`src/rtl/psum_accum_unit_pkg.sv`:
```
// Shared definitions for the partial-sum accumulation unit.
//   state_t : controller states (IDLE, ACC, OUT)
//   sat_add : signed add clamped to the range of a 'width'-bit signed value
package psum_accum_unit_pkg;

    typedef enum logic [1:0] {
        ST_IDLE = 2'd0,
        ST_ACC  = 2'd1,
        ST_OUT  = 2'd2
    } state_t;

    // Operands arrive sign-extended to 64 bits. The 65-bit sum cannot overflow,
    // so clamping against the narrow range is exact. Callers keep the low
    // 'width' bits of the result.
    function automatic logic signed [64:0] sat_add(
        input logic signed [63:0] a,
        input logic signed [63:0] b,
        input int unsigned        width
    );
        logic signed [64:0] sum;
        logic signed [64:0] max_v;
        logic signed [64:0] min_v;
        sum   = {a[63], a} + {b[63], b};
        max_v = (65'sd1 <<< (width - 1)) - 65'sd1;
        min_v = -(65'sd1 <<< (width - 1));
        if (sum > max_v) begin
            return max_v;
        end
        if (sum < min_v) begin
            return min_v;
        end
        return sum;
    endfunction

endpackage

```
`src/rtl/psum_accum_unit_if.sv`:
```
// Job control and streaming handshake bundle of the accumulation unit.
//   acc_start/acc_len/relu_en : job launch (sampled together)
//   in_valid/in_ready/psum_in : input beats, COL packed signed channels
//   out_valid/out_ready/psum_out : activated result
//   busy : unit is not idle
// master = job/stream source, slave = psum_accum_unit.
interface psum_accum_unit_if #(
    parameter int COL     = 8,
    parameter int PSUM_BW = 16,
    parameter int CNT_W   = 8
);
    logic                     acc_start;
    logic [CNT_W-1:0]         acc_len;
    logic                     relu_en;
    logic                     in_valid;
    logic                     in_ready;
    logic [COL*PSUM_BW-1:0]   psum_in;
    logic                     out_valid;
    logic                     out_ready;
    logic [COL*PSUM_BW-1:0]   psum_out;
    logic                     busy;

    modport master (
        output acc_start, acc_len, relu_en, in_valid, psum_in, out_ready,
        input  in_ready, out_valid, psum_out, busy
    );

    modport slave (
        input  acc_start, acc_len, relu_en, in_valid, psum_in, out_ready,
        output in_ready, out_valid, psum_out, busy
    );
endinterface

```
`src/rtl/psum_accum_unit_lane.sv`:
```
// One accumulation channel: saturating signed accumulator plus optional ReLU.
//   clk, reset : clock, synchronous active-high reset
//   clr        : zero the accumulator (job start)
//   add_en     : add psum_in into the accumulator this cycle
//   relu_on    : job's latched activation mode
//   out_en     : result phase; psum_out is forced to 0 otherwise
//   psum_in    : signed input value
//   psum_out   : activated accumulator value
module psum_lane
    import psum_accum_unit_pkg::*;
#(
    parameter int PSUM_BW = 16
) (
    input  logic                      clk,
    input  logic                      reset,
    input  logic                      clr,
    input  logic                      add_en,
    input  logic                      relu_on,
    input  logic                      out_en,
    input  logic signed [PSUM_BW-1:0] psum_in,
    output logic        [PSUM_BW-1:0] psum_out
);
    logic signed [PSUM_BW-1:0] acc_reg;
    logic signed [PSUM_BW-1:0] acc_next;

    always_comb begin
        acc_next = acc_reg;
        if (clr) begin
            acc_next = '0;
        end else if (add_en) begin
            acc_next = PSUM_BW'(sat_add(64'(acc_reg), 64'(psum_in), PSUM_BW));
        end
    end

    always_ff @(posedge clk) begin
        if (reset) begin
            acc_reg <= '0;
        end else begin
            acc_reg <= acc_next;
        end
    end

    // Negative results are clamped to zero only when ReLU was latched.
    always_comb begin
        psum_out = '0;
        if (out_en && !(relu_on && acc_reg[PSUM_BW-1])) begin
            psum_out = acc_reg;
        end
    end
endmodule

```
`src/rtl/psum_accum_unit.sv`:
```
// Partial-sum accumulation unit: sums acc_len input beats per channel with
// saturation, then presents the (optionally ReLU-activated) result until the
// downstream accepts it.
//   clk   : clock
//   reset : synchronous active-high reset, highest priority
//   bus   : job control + in/out handshake (slave side)
module psum_accum_unit
    import psum_accum_unit_pkg::*;
#(
    parameter int COL     = 8,
    parameter int PSUM_BW = 16,
    parameter int CNT_W   = 8
) (
    input  logic              clk,
    input  logic              reset,
    psum_accum_unit_if.slave  bus
);
    state_t           state_reg, state_next;
    logic [CNT_W-1:0] cnt_reg, cnt_next;
    logic             relu_reg, relu_next;
    logic             clr;
    logic             add_en;

    always_ff @(posedge clk) begin
        if (reset) begin
            state_reg <= ST_IDLE;
            cnt_reg   <= '0;
            relu_reg  <= 1'b0;
        end else begin
            state_reg <= state_next;
            cnt_reg   <= cnt_next;
            relu_reg  <= relu_next;
        end
    end

    always_comb begin
        state_next = state_reg;
        cnt_next   = cnt_reg;
        relu_next  = relu_reg;
        clr        = 1'b0;
        add_en     = 1'b0;
        case (state_reg)
            ST_IDLE: begin
                // A zero-length job is dropped; only real jobs leave IDLE.
                if (bus.acc_start && (bus.acc_len != '0)) begin
                    state_next = ST_ACC;
                    cnt_next   = bus.acc_len;
                    relu_next  = bus.relu_en;
                    clr        = 1'b1;
                end
            end
            ST_ACC: begin
                if (bus.in_valid) begin
                    add_en   = 1'b1;
                    cnt_next = cnt_reg - 1'b1;
                    if (cnt_reg == CNT_W'(1)) begin
                        state_next = ST_OUT;
                    end
                end
            end
            ST_OUT: begin
                if (bus.out_ready) begin
                    state_next = ST_IDLE;
                end
            end
            default: begin
                state_next = ST_IDLE;
            end
        endcase
    end

    assign bus.in_ready  = (state_reg == ST_ACC);
    assign bus.out_valid = (state_reg == ST_OUT);
    assign bus.busy      = (state_reg != ST_IDLE);

    generate
        for (genvar gi = 0; gi < COL; gi++) begin : g_lane
            psum_lane #(
                .PSUM_BW (PSUM_BW)
            ) u_lane (
                .clk      (clk),
                .reset    (reset),
                .clr      (clr),
                .add_en   (add_en),
                .relu_on  (relu_reg),
                .out_en   (state_reg == ST_OUT),
                .psum_in  (bus.psum_in[gi*PSUM_BW +: PSUM_BW]),
                .psum_out (bus.psum_out[gi*PSUM_BW +: PSUM_BW])
            );
        end
    endgenerate
endmodule

```
`src/flat_wrapper.sv`:
```
// flat-port wrapper written by rule: the top's interface ports become plain ports
module psum_accum_unit_flat import psum_accum_unit_pkg::*;
#(
    parameter int COL     = 8,
    parameter int PSUM_BW = 16,
    parameter int CNT_W   = 8
)
  (clk, reset, bus_acc_start, bus_acc_len, bus_relu_en, bus_in_valid, bus_psum_in, bus_out_ready, bus_in_ready, bus_out_valid, bus_psum_out, bus_busy);
  psum_accum_unit_if #(.COL(COL), .PSUM_BW(PSUM_BW), .CNT_W(CNT_W)) bus_i ();
  input  logic clk;
  input  logic reset;
  input wire logic [$bits(bus_i.acc_start)-1:0] bus_acc_start;
  input wire logic [$bits(bus_i.acc_len)-1:0] bus_acc_len;
  input wire logic [$bits(bus_i.relu_en)-1:0] bus_relu_en;
  input wire logic [$bits(bus_i.in_valid)-1:0] bus_in_valid;
  input wire logic [$bits(bus_i.psum_in)-1:0] bus_psum_in;
  input wire logic [$bits(bus_i.out_ready)-1:0] bus_out_ready;
  output wire logic [$bits(bus_i.in_ready)-1:0] bus_in_ready;
  output wire logic [$bits(bus_i.out_valid)-1:0] bus_out_valid;
  output wire logic [$bits(bus_i.psum_out)-1:0] bus_psum_out;
  output wire logic [$bits(bus_i.busy)-1:0] bus_busy;
  assign bus_i.acc_start = bus_acc_start;
  assign bus_i.acc_len = bus_acc_len;
  assign bus_i.relu_en = bus_relu_en;
  assign bus_i.in_valid = bus_in_valid;
  assign bus_i.psum_in = bus_psum_in;
  assign bus_i.out_ready = bus_out_ready;
  assign bus_in_ready = bus_i.in_ready;
  assign bus_out_valid = bus_i.out_valid;
  assign bus_psum_out = bus_i.psum_out;
  assign bus_busy = bus_i.busy;
  psum_accum_unit #(.COL(COL), .PSUM_BW(PSUM_BW), .CNT_W(CNT_W)) u_core (.clk(clk), .reset(reset), .bus(bus_i));
endmodule
```
`config.mk`:
```
export PLATFORM = sky130hd
export DESIGN_NAME = psum_accum_unit_flat
export DESIGN_NICKNAME = d
export VERILOG_FILES = /design/src/rtl/psum_accum_unit_pkg.sv /design/src/rtl/psum_accum_unit_if.sv /design/src/rtl/psum_accum_unit_lane.sv /design/src/rtl/psum_accum_unit.sv /design/src/flat_wrapper.sv
export SDC_FILE = /design/constraint.sdc
export NUM_CORES = 1
export LEC_CHECK = 0
export BUFFER_PORTS_ARGS = -buffer_cell sky130_fd_sc_hd__buf_4
export CORE_ASPECT_RATIO = 0.7
export CORE_MARGIN = 3
export CORE_UTILIZATION = 55
export DETAILED_ROUTE_END_ITERATION = 10
export PLACE_DENSITY = 0.84
export SYNTH_ARGS = -nofsm -noshare
export SYNTH_HDL_FRONTEND = slang
export SYNTH_SLANG_ARGS = --single-unit
```
`constraint.sdc`:
```
create_clock -name clk -period 4.7 [get_ports clk]
set_input_delay 0.705 -clock clk [delete_from_list [all_inputs] [get_ports clk]]
set_output_delay 0.705 -clock clk [all_outputs]
set_load 0.03 [all_outputs]
```
==> results of run 1 <==
[kinds of logic after synthesis]
| group | Yosys count | share of synthesized area [%] |
|---|---|---|
| XOR/XNOR | 84 | 5.96 |
| buffers and inverters | 131 | 4.05 |
| multiplexers | 4 | 0.318 |
| AND/OR/NAND/NOR | 503 | 20.3 |
| adder cells (fa/ha/maj) | 212 | 20.1 |
| AO/OA/AOI/OAI | 563 | 27.2 |
| flip-flops | 139 | 22.1 |
[layout make-up]
class                           count  area share (%)
Clock inverter                     14            1.18
Multi-Input combinational cell   1366            60.2
Inverter                           60            1.45
Timing Repair Buffer              288            14.0
Tap cell                          305            2.46
Clock buffer                       18            2.83
Sequential cell                   139            18.0
[metal layers]
layer,share of wire (%),GRT usage (%),up-vias
met5,0,0,-
met4,1.9,8.35,0
met3,8.5,6.33,56
met2,44,46.4,579
met1,45,39.7,6059
li1,-,-,6371
[worst min-delay path by stage]
stage                                              from                                   to  slack, ns  depth (start not counted)
floorplan           u_core.g_lane[1].u_lane.acc_reg[12]  u_core.g_lane[1].u_lane.acc_reg[12]       0.44                          2
global placement    u_core.g_lane[4].u_lane.acc_reg[11]  u_core.g_lane[4].u_lane.acc_reg[11]       0.45                          2
detailed placement   u_core.g_lane[7].u_lane.acc_reg[9]   u_core.g_lane[7].u_lane.acc_reg[9]       0.45                          2
CTS                  u_core.g_lane[7].u_lane.acc_reg[9]   u_core.g_lane[7].u_lane.acc_reg[9]       0.46                          2
global route         u_core.g_lane[7].u_lane.acc_reg[8]   u_core.g_lane[7].u_lane.acc_reg[8]       0.47                          2
finish               u_core.g_lane[7].u_lane.acc_reg[9]   u_core.g_lane[7].u_lane.acc_reg[9]       0.46                          2
[power by group through the flow]
stage                     clock, mW  sequential, mW  combinational [mW]
after floorplan                   0            1.29               0.782
final                          1.45            1.28                1.09
after detailed placement          0            1.31                1.06
after global routing           1.52            1.29                1.20
after global placement            0            1.30                1.03
after CTS                      1.47            1.28                1.07
[cell usage in the layout, fill, tap and decap left out, drive strengths merged, types with 13 or more instances in the layout]
cell and count:
a31oi 15, o21a 24, dfxtp 139, inv 64, nand3 35, a21o 37, a21oi 181, nand2b 21
xnor2 47, buf 288, and2 135, nor2 122, xor2 37, o21ai 185, a211oi 22, nand2 94
or3 13, ha 130, clkbuf 18, maj3 74, nor3 28, nor2b 20
[per-stage QoR]
step,hold WS [ns],instance area [um2]
global route,0.474,15500
finish,0.464,15500
CTS,0.464,15500
floorplan,0.438,12600
detailed placement,0.454,14900
global placement,0.447,14900
[tightest hold or removal path, stage by stage, from the launching register on]
cell and delay [ns]:
dfxtp_1 0.32, nand2_1 0.05, o21ai_1 0.05
==> metrics, run 1 <==
dpl ws 1.00 ns; Core Util, Final 70.2%; Net Count, Synth 1916; Multi-input gate area 9320 um2; Crit Path Max Fanout 16; Core Rows 45; Synth area leader dfxtp_1; net switching power about 1.3 mW; Rel. slew slack 23.5%; first-pass GRT wire length 60700 um; Crit. Startpoint u_core.state_reg[0]; PwrDens 247 nW/um2; largest net degree at the start of global routing 85; fin crit share 73.3%; Post-synth EDFFs 0; vias in the first global route 12469; root buf cell clkbuf_16; CP Cell Sequence nand2b_1 -> a21oi_1 -> and2_1 -> buf_4; clock network fraction of total power 38.0%; number of max-cap violations 0; Leak Pwr 7.08 nW; critical path's slowest cell a21oi_1; Core Area 22100 um2; Ys Warns 0; number of cells on the critical path 4; vias per cell roughly 6.0; Setup Buffers After CTS 0; Largest register FFs 128; Slew Viols, Final 0; Register Area 2780 um2; CP bufs+invs 1; Post-Layout Cell Count 2190; synth top area cells dfxtp_1 (22%), ha_1 (13%), a21oi_1 (7.2%); share of layout cells above drive strength 1 18.8%; worst skew pair latency between 0.4 and 0.5 ns; hold_buf cts 0; DR vias 13065; number of diodes 0; Hold Path Class reg -> reg; CP Capture Type output port; RSZ-0062 raised after global routing false; register area share after synthesis 22.1%; CP endpoint bus_psum_out[93]; Yosys cell types between 70 and 80; data arrival time of the worst path around 2.7 ns; crit-path leading delay family compound AO/OA/AOI/OAI gates; area of the die 24800 um2; status complete, no violations; Final min period roughly 3.4 ns; Routability Congestion 0.918; drt first pass iters 5; combinational group share of total power between 20% and 30%; async set or reset register ratio after synthesis 0%; number of remaining DRC errors 0; placed insts 2158; initial antenna violation count 0; DRT iter0 DRCs 1040; CP startpoint kind flip-flop; PortBufs around 270; Total Power 3.83 mW; Worst-path clk slew approximately 0.070 ns; fill cell count approximately 1800; Reg power frac 33.5%; count leader, synth a21oi_1; cells after synthesis 1636; clk buf depth 2; Reg2Reg Depth 13; Starting Density 57.1%; CTS resizes 0; syn_area_per_cell between 7 and 8 um2; fmax 290 MHz; final hold viol count 0; All-Layer GR Usage slightly below 30%; Worst R2R Start u_core.g_lane[0].u_lane.acc_reg[0]; synthesis-stage register bit count 139; Synth top cells by count a21oi_1 (181), dfxtp_1 (139), and2_1 (135), o21ai_0 (134), ha_1 (130); setup_tns 0 ns; NumNets Final approximately 2200; CP Data Required Time 3.99 ns; CTS sink count 139; Antenna Violating Nets Remaining 0; die width about 190 um; critical path type reg -> out; reg-to-reg slack, setup 1.39 ns; Synth Flop Type dfxtp_1; chip height 133 um; clock tree from TritonCTS yes; post-DR wirelength/cell roughly 17 um; CTS buffer count 17; Internal Power about 2.6 mW; Critical Path Max Stage Delay 1.06 ns; post-synth top area share ~22%; DP HPWL between 20000 and 30000 um; residual overflow from global routing 0; Total Wirelength approximately 37000 um; H-tree Lvls 4; setup violators final 0; Peak VDD IR between 200 and 250 uV; Clock Skew 0.0207 ns; R2R Path End u_core.g_lane[0].u_lane.acc_reg[1]; I/O pin count 273; Net Sw Frac 32.7%; cell area after synthesis 12600 um2; Area Overhead vs Synth 23.0%; Least-Margin Pin Slew 1.15 ns; Setup WS post-layout 1.26 ns
(Power assumes the default switching activity.)
==> run 2, diff against run 1 <==
--- a/config.mk
+++ b/config.mk
@@ -5,12 +5,13 @@
 export SDC_FILE = /design/constraint.sdc
 export NUM_CORES = 1
 export LEC_CHECK = 0
+export ABC_AREA = 1
 export BUFFER_PORTS_ARGS = -buffer_cell sky130_fd_sc_hd__buf_4
 export CORE_ASPECT_RATIO = 0.7
 export CORE_MARGIN = 3
-export CORE_UTILIZATION = 55
+export CORE_UTILIZATION = 52
 export DETAILED_ROUTE_END_ITERATION = 10
-export PLACE_DENSITY = 0.84
+export PLACE_DENSITY = 0.82
 export SYNTH_ARGS = -nofsm -noshare
 export SYNTH_HDL_FRONTEND = slang
 export SYNTH_SLANG_ARGS = --single-unit
==> constraint.sdc (replaced) <==
create_clock -name clk -period 2.9 [get_ports clk]
set_input_delay 0.435 -clock clk [delete_from_list [all_inputs] [get_ports clk]]
set_output_delay 0.435 -clock clk [all_outputs]
set_load 0.03 [all_outputs]
==> metrics, run 2 <==
Final min period around 2.5 ns; DR vias 14982 (was 13065); Largest register FFs 128 (unchanged); Post-Layout Cell Count 2871 (was 2190); status complete, no violations (unchanged); Post-synth EDFFs 0 (unchanged); Synth Flop Type dfxtp_1 (unchanged); Reg power frac 31.8% (was 33.5%); adder-cell share of the synthesized area 13.0% (was 20.1%); Net Count, Synth 2531 (was 1916); Rel. slew slack 48.5% (was 23.5%); hold_buf cts 0 (unchanged); reg-to-reg slack, setup 0.42 ns (was 1.39 ns); Critical Path Max Stage Delay 0.41 ns (was 1.06 ns); Leak Pwr 8.46 nW (was 7.08 nW); drt first pass iters 7 (was 5); Internal Power 4.20 mW (was 2.58 mW); Routability Congestion 0.984 (was 0.918); cells after synthesis 2251 (was 1636); post-synthesis xor/xnor area fraction 5.66% (was 5.96%); placed instance area 16100 um2 (was 14900 um2); PortBufs 272 (unchanged); Crit Path Max Fanout 14 (was 16); CTS buffer count 17 (unchanged); area of the die 28500 um2 (was 24800 um2); critical path type reg -> reg (was reg -> out); fill cell count 2404 (was 1794); Setup Buffers After CTS 0 (unchanged); crit-path leading delay family simple AND/OR/NAND/NOR gates (was compound AO/OA/AOI/OAI gates); post-synth top area share 20.2% (was 22.1%); residual overflow from global routing 0 (unchanged); largest net degree at the start of global routing 120 (was 85); data arrival time of the worst path 2.78 ns (was 2.74 ns); All-Layer GR Usage 27.8% (was 29.1%); Peak VDD IR 425 uV (was 221 uV); register area share after synthesis 20.2% (was 22.1%); net switching power 2.44 mW (was 1.25 mW); Synth area leader dfxtp_1 (unchanged); simple-gate portion of the synthesized area 33.5% (was 20.3%); CTS resizes 0 (unchanged); I/O pin count 273 (unchanged); clock tree from TritonCTS yes (unchanged); Setup WS post-layout 0.422 ns (was 1.26 ns); Core Util, Final 64.4% (was 70.2%); Worst-path clk slew 0.07 ns (about the same); H-tree Lvls 4 (unchanged); die width 201 um (was 187 um); dpl ws 0.303 ns (was 1.00 ns); synthesis-stage register bit count 139 (unchanged); vias per cell 5.22 (was 5.97); CP bufs+invs 2 (was 1); vias in the first global route 13794 (was 12469); chip height 142 um (was 133 um); RSZ-0062 raised after global routing false (unchanged); Register Area 2780 um2 (unchanged); PwrDens 399 nW/um2 (was 247 nW/um2); synth top area cells dfxtp_1 (20%), nand2_1 (14%), ha_1 (12%) (was dfxtp_1 (22%), ha_1 (13%), a21oi_1 (7.2%)); Total Power 6.64 mW (was 3.83 mW); Clock Skew 0.0115 ns (was 0.0207 ns); Starting Density 53.2% (was 57.1%); clock network fraction of total power 34.9% (was 38.0%); WHS 0.181 ns (was 0.464 ns); root buf cell clkbuf_16 (unchanged); Least-Margin Pin Slew 0.771 ns (was 1.15 ns); Net Sw Frac 36.8% (was 32.7%); placed insts 2838 (was 2158); worst skew pair latency 0.43 ns (was 0.44 ns); Total Wirelength 41300 um (was 37400 um); Antenna Violating Nets Remaining 0 (unchanged); Hold Path Class in -> reg (was reg -> reg); Multi-input gate area 9350 um2 (was 9320 um2); count leader, synth nand2_1 (was a21oi_1); NumNets Final 2780 (was 2152); most common cell after layout, fill and taps aside nand2_1 (was buf_4); CP startpoint kind flip-flop (unchanged); syn_area_per_cell 6.12 um2 (was 7.70 um2); post-synthesis mux area share 0% (was 0.318%); Synth top cells by count nand2_1 (526), nor2_1 (333), inv_1 (326), a21oi_1 (175), dfxtp_1 (139) (was a21oi_1 (181), dfxtp_1 (139), and2_1 (135), o21ai_0 (134), ha_1 (130)); DP HPWL 30900 um (was 27400 um); Final Instance Area 16700 um2 (was 15500 um2); cell area after synthesis 13800 um2 (was 12600 um2); largest family of logic cells by synthesized area simple AND/OR/NAND/NOR gates (was compound AO/OA/AOI/OAI gates); Slew Viols, Final 0 (unchanged); most frequent cells in the layout nand2_1 (526), nor2_1 (333), inv_1 (326) (was buf_4 (288), a21oi_1 (181), dfxtp_1 (139)); fin crit share a little under nine tenths; combinational group share of total power 33.3% (was 28.5%); fmax between 400 and 500 MHz; post-synthesis compound-gate area fraction 15.7% (was 27.2%); clk buf depth 2 (unchanged); async set or reset register ratio after synthesis 0% (unchanged); CP Data Required Time 3.21 ns (was 3.99 ns); number of remaining DRC errors 0 (unchanged); CTS sink count 139 (unchanged); critical path's slowest cell fa_1 (was a21oi_1); final hold viol count 0 (unchanged); share of layout cells above drive strength 1 17.3% (was 18.8%); setup violators final 0 (unchanged); Core Rows 49 (was 45); Core Area 25900 um2 (was 22100 um2); number of max-cap violations 0 (unchanged); CP Capture Type flip-flop (was output port); first-pass GRT wire length 66500 um (was 60700 um); post-DR wirelength/cell 14.4 um (was 17.1 um); Ys Warns 0 (unchanged); setup_tns 0 ns (unchanged); DRT iter0 DRCs 1125 (was 1040); Yosys cell types 45 (was 77); most used cell, CP nand2_1; Area Overhead vs Synth 20.9% (was 23.0%); CP Cell Sequence ha_1 -> inv_1 -> fa_1 -> inv_1 -> nand2_1 -> nand2_1 -> nand3_1 -> nand2_2 -> nand2_1 -> nand3_1 -> nand2_2 -> nor2_4 -> nor2_1 -> nand2_1 -> a21oi_1 (was nand2b_1 -> a21oi_1 -> and2_1 -> buf_4); initial antenna violation count 0 (unchanged)
## run 2: worst reg2reg max path: cells and delay by family, from the launching register on
kind                     cells  cell delay (ns)
flip-flops                   1             0.39
AO/OA/AOI/OAI                1             0.06
buffers and inverters        2             0.15
AND/OR/NAND/NOR             10             1.15
adder cells (fa/ha/maj)      2             0.63
## run 2: final timing paths
check | startpoint | endpoint | depth (start not counted)
worst max-delay path | u_core.g_lane[1].u_lane.acc_reg[0] | u_core.g_lane[1].u_lane.acc_reg[0] | 15
worst min-delay path | reset | u_core.state_reg[0] | 2
worst max register to register | u_core.g_lane[1].u_lane.acc_reg[0] | u_core.g_lane[1].u_lane.acc_reg[0] | 15
worst min register to register | u_core.g_lane[6].u_lane.acc_reg[1] | u_core.g_lane[6].u_lane.acc_reg[1] | 2
## run 2: cells by family after synthesis
kind of cell | Yosys count
adders and majority gates | 138
and+or+nand+nor | 1098
DFF | 139
AOI/OAI and AO/OA | 388
xor gates and xnor gates | 89
buffers and inverters | 399
## run 2: layout make-up
cell class | count | area share [%]
Multi-Input combinational cell | 1713 | 56.1
Inverter | 337 | 7.59
Clock inverter | 14 | 1.04
Tap cell | 357 | 2.68
Antenna cell | 1 | 0.0150
Sequential cell | 139 | 16.7
Timing Repair Buffer | 292 | 13.3
Clock buffer | 18 | 2.58
## run 2: routing by layer
| metal | up-vias | track usage, % | share of wire (%) | routed length, um |
|---|---|---|---|---|
| met5 | - | 0 | 0 | 0 |
| met4 | 0 | 6.10 | 1.4 | 584 |
| met3 | 40 | 5.01 | 7.1 | 2920 |
| met2 | 525 | 45.3 | 44 | 18300 |
| met1 | 6793 | 38.8 | 47 | 19400 |
| li1 | 7624 | - | - | - |
## run 2: power by group through the flow
stage / Clock [mW] / Sequential, mW / Combinational (mW)
detailed placement: 0 / 2.15 / 2.17
finish: 2.32 / 2.11 / 2.21
global placement: 0 / 2.15 / 2.12
floorplan: 0 / 2.13 / 1.64
global route: 2.44 / 2.13 / 2.47
CTS: 2.36 / 2.11 / 2.19
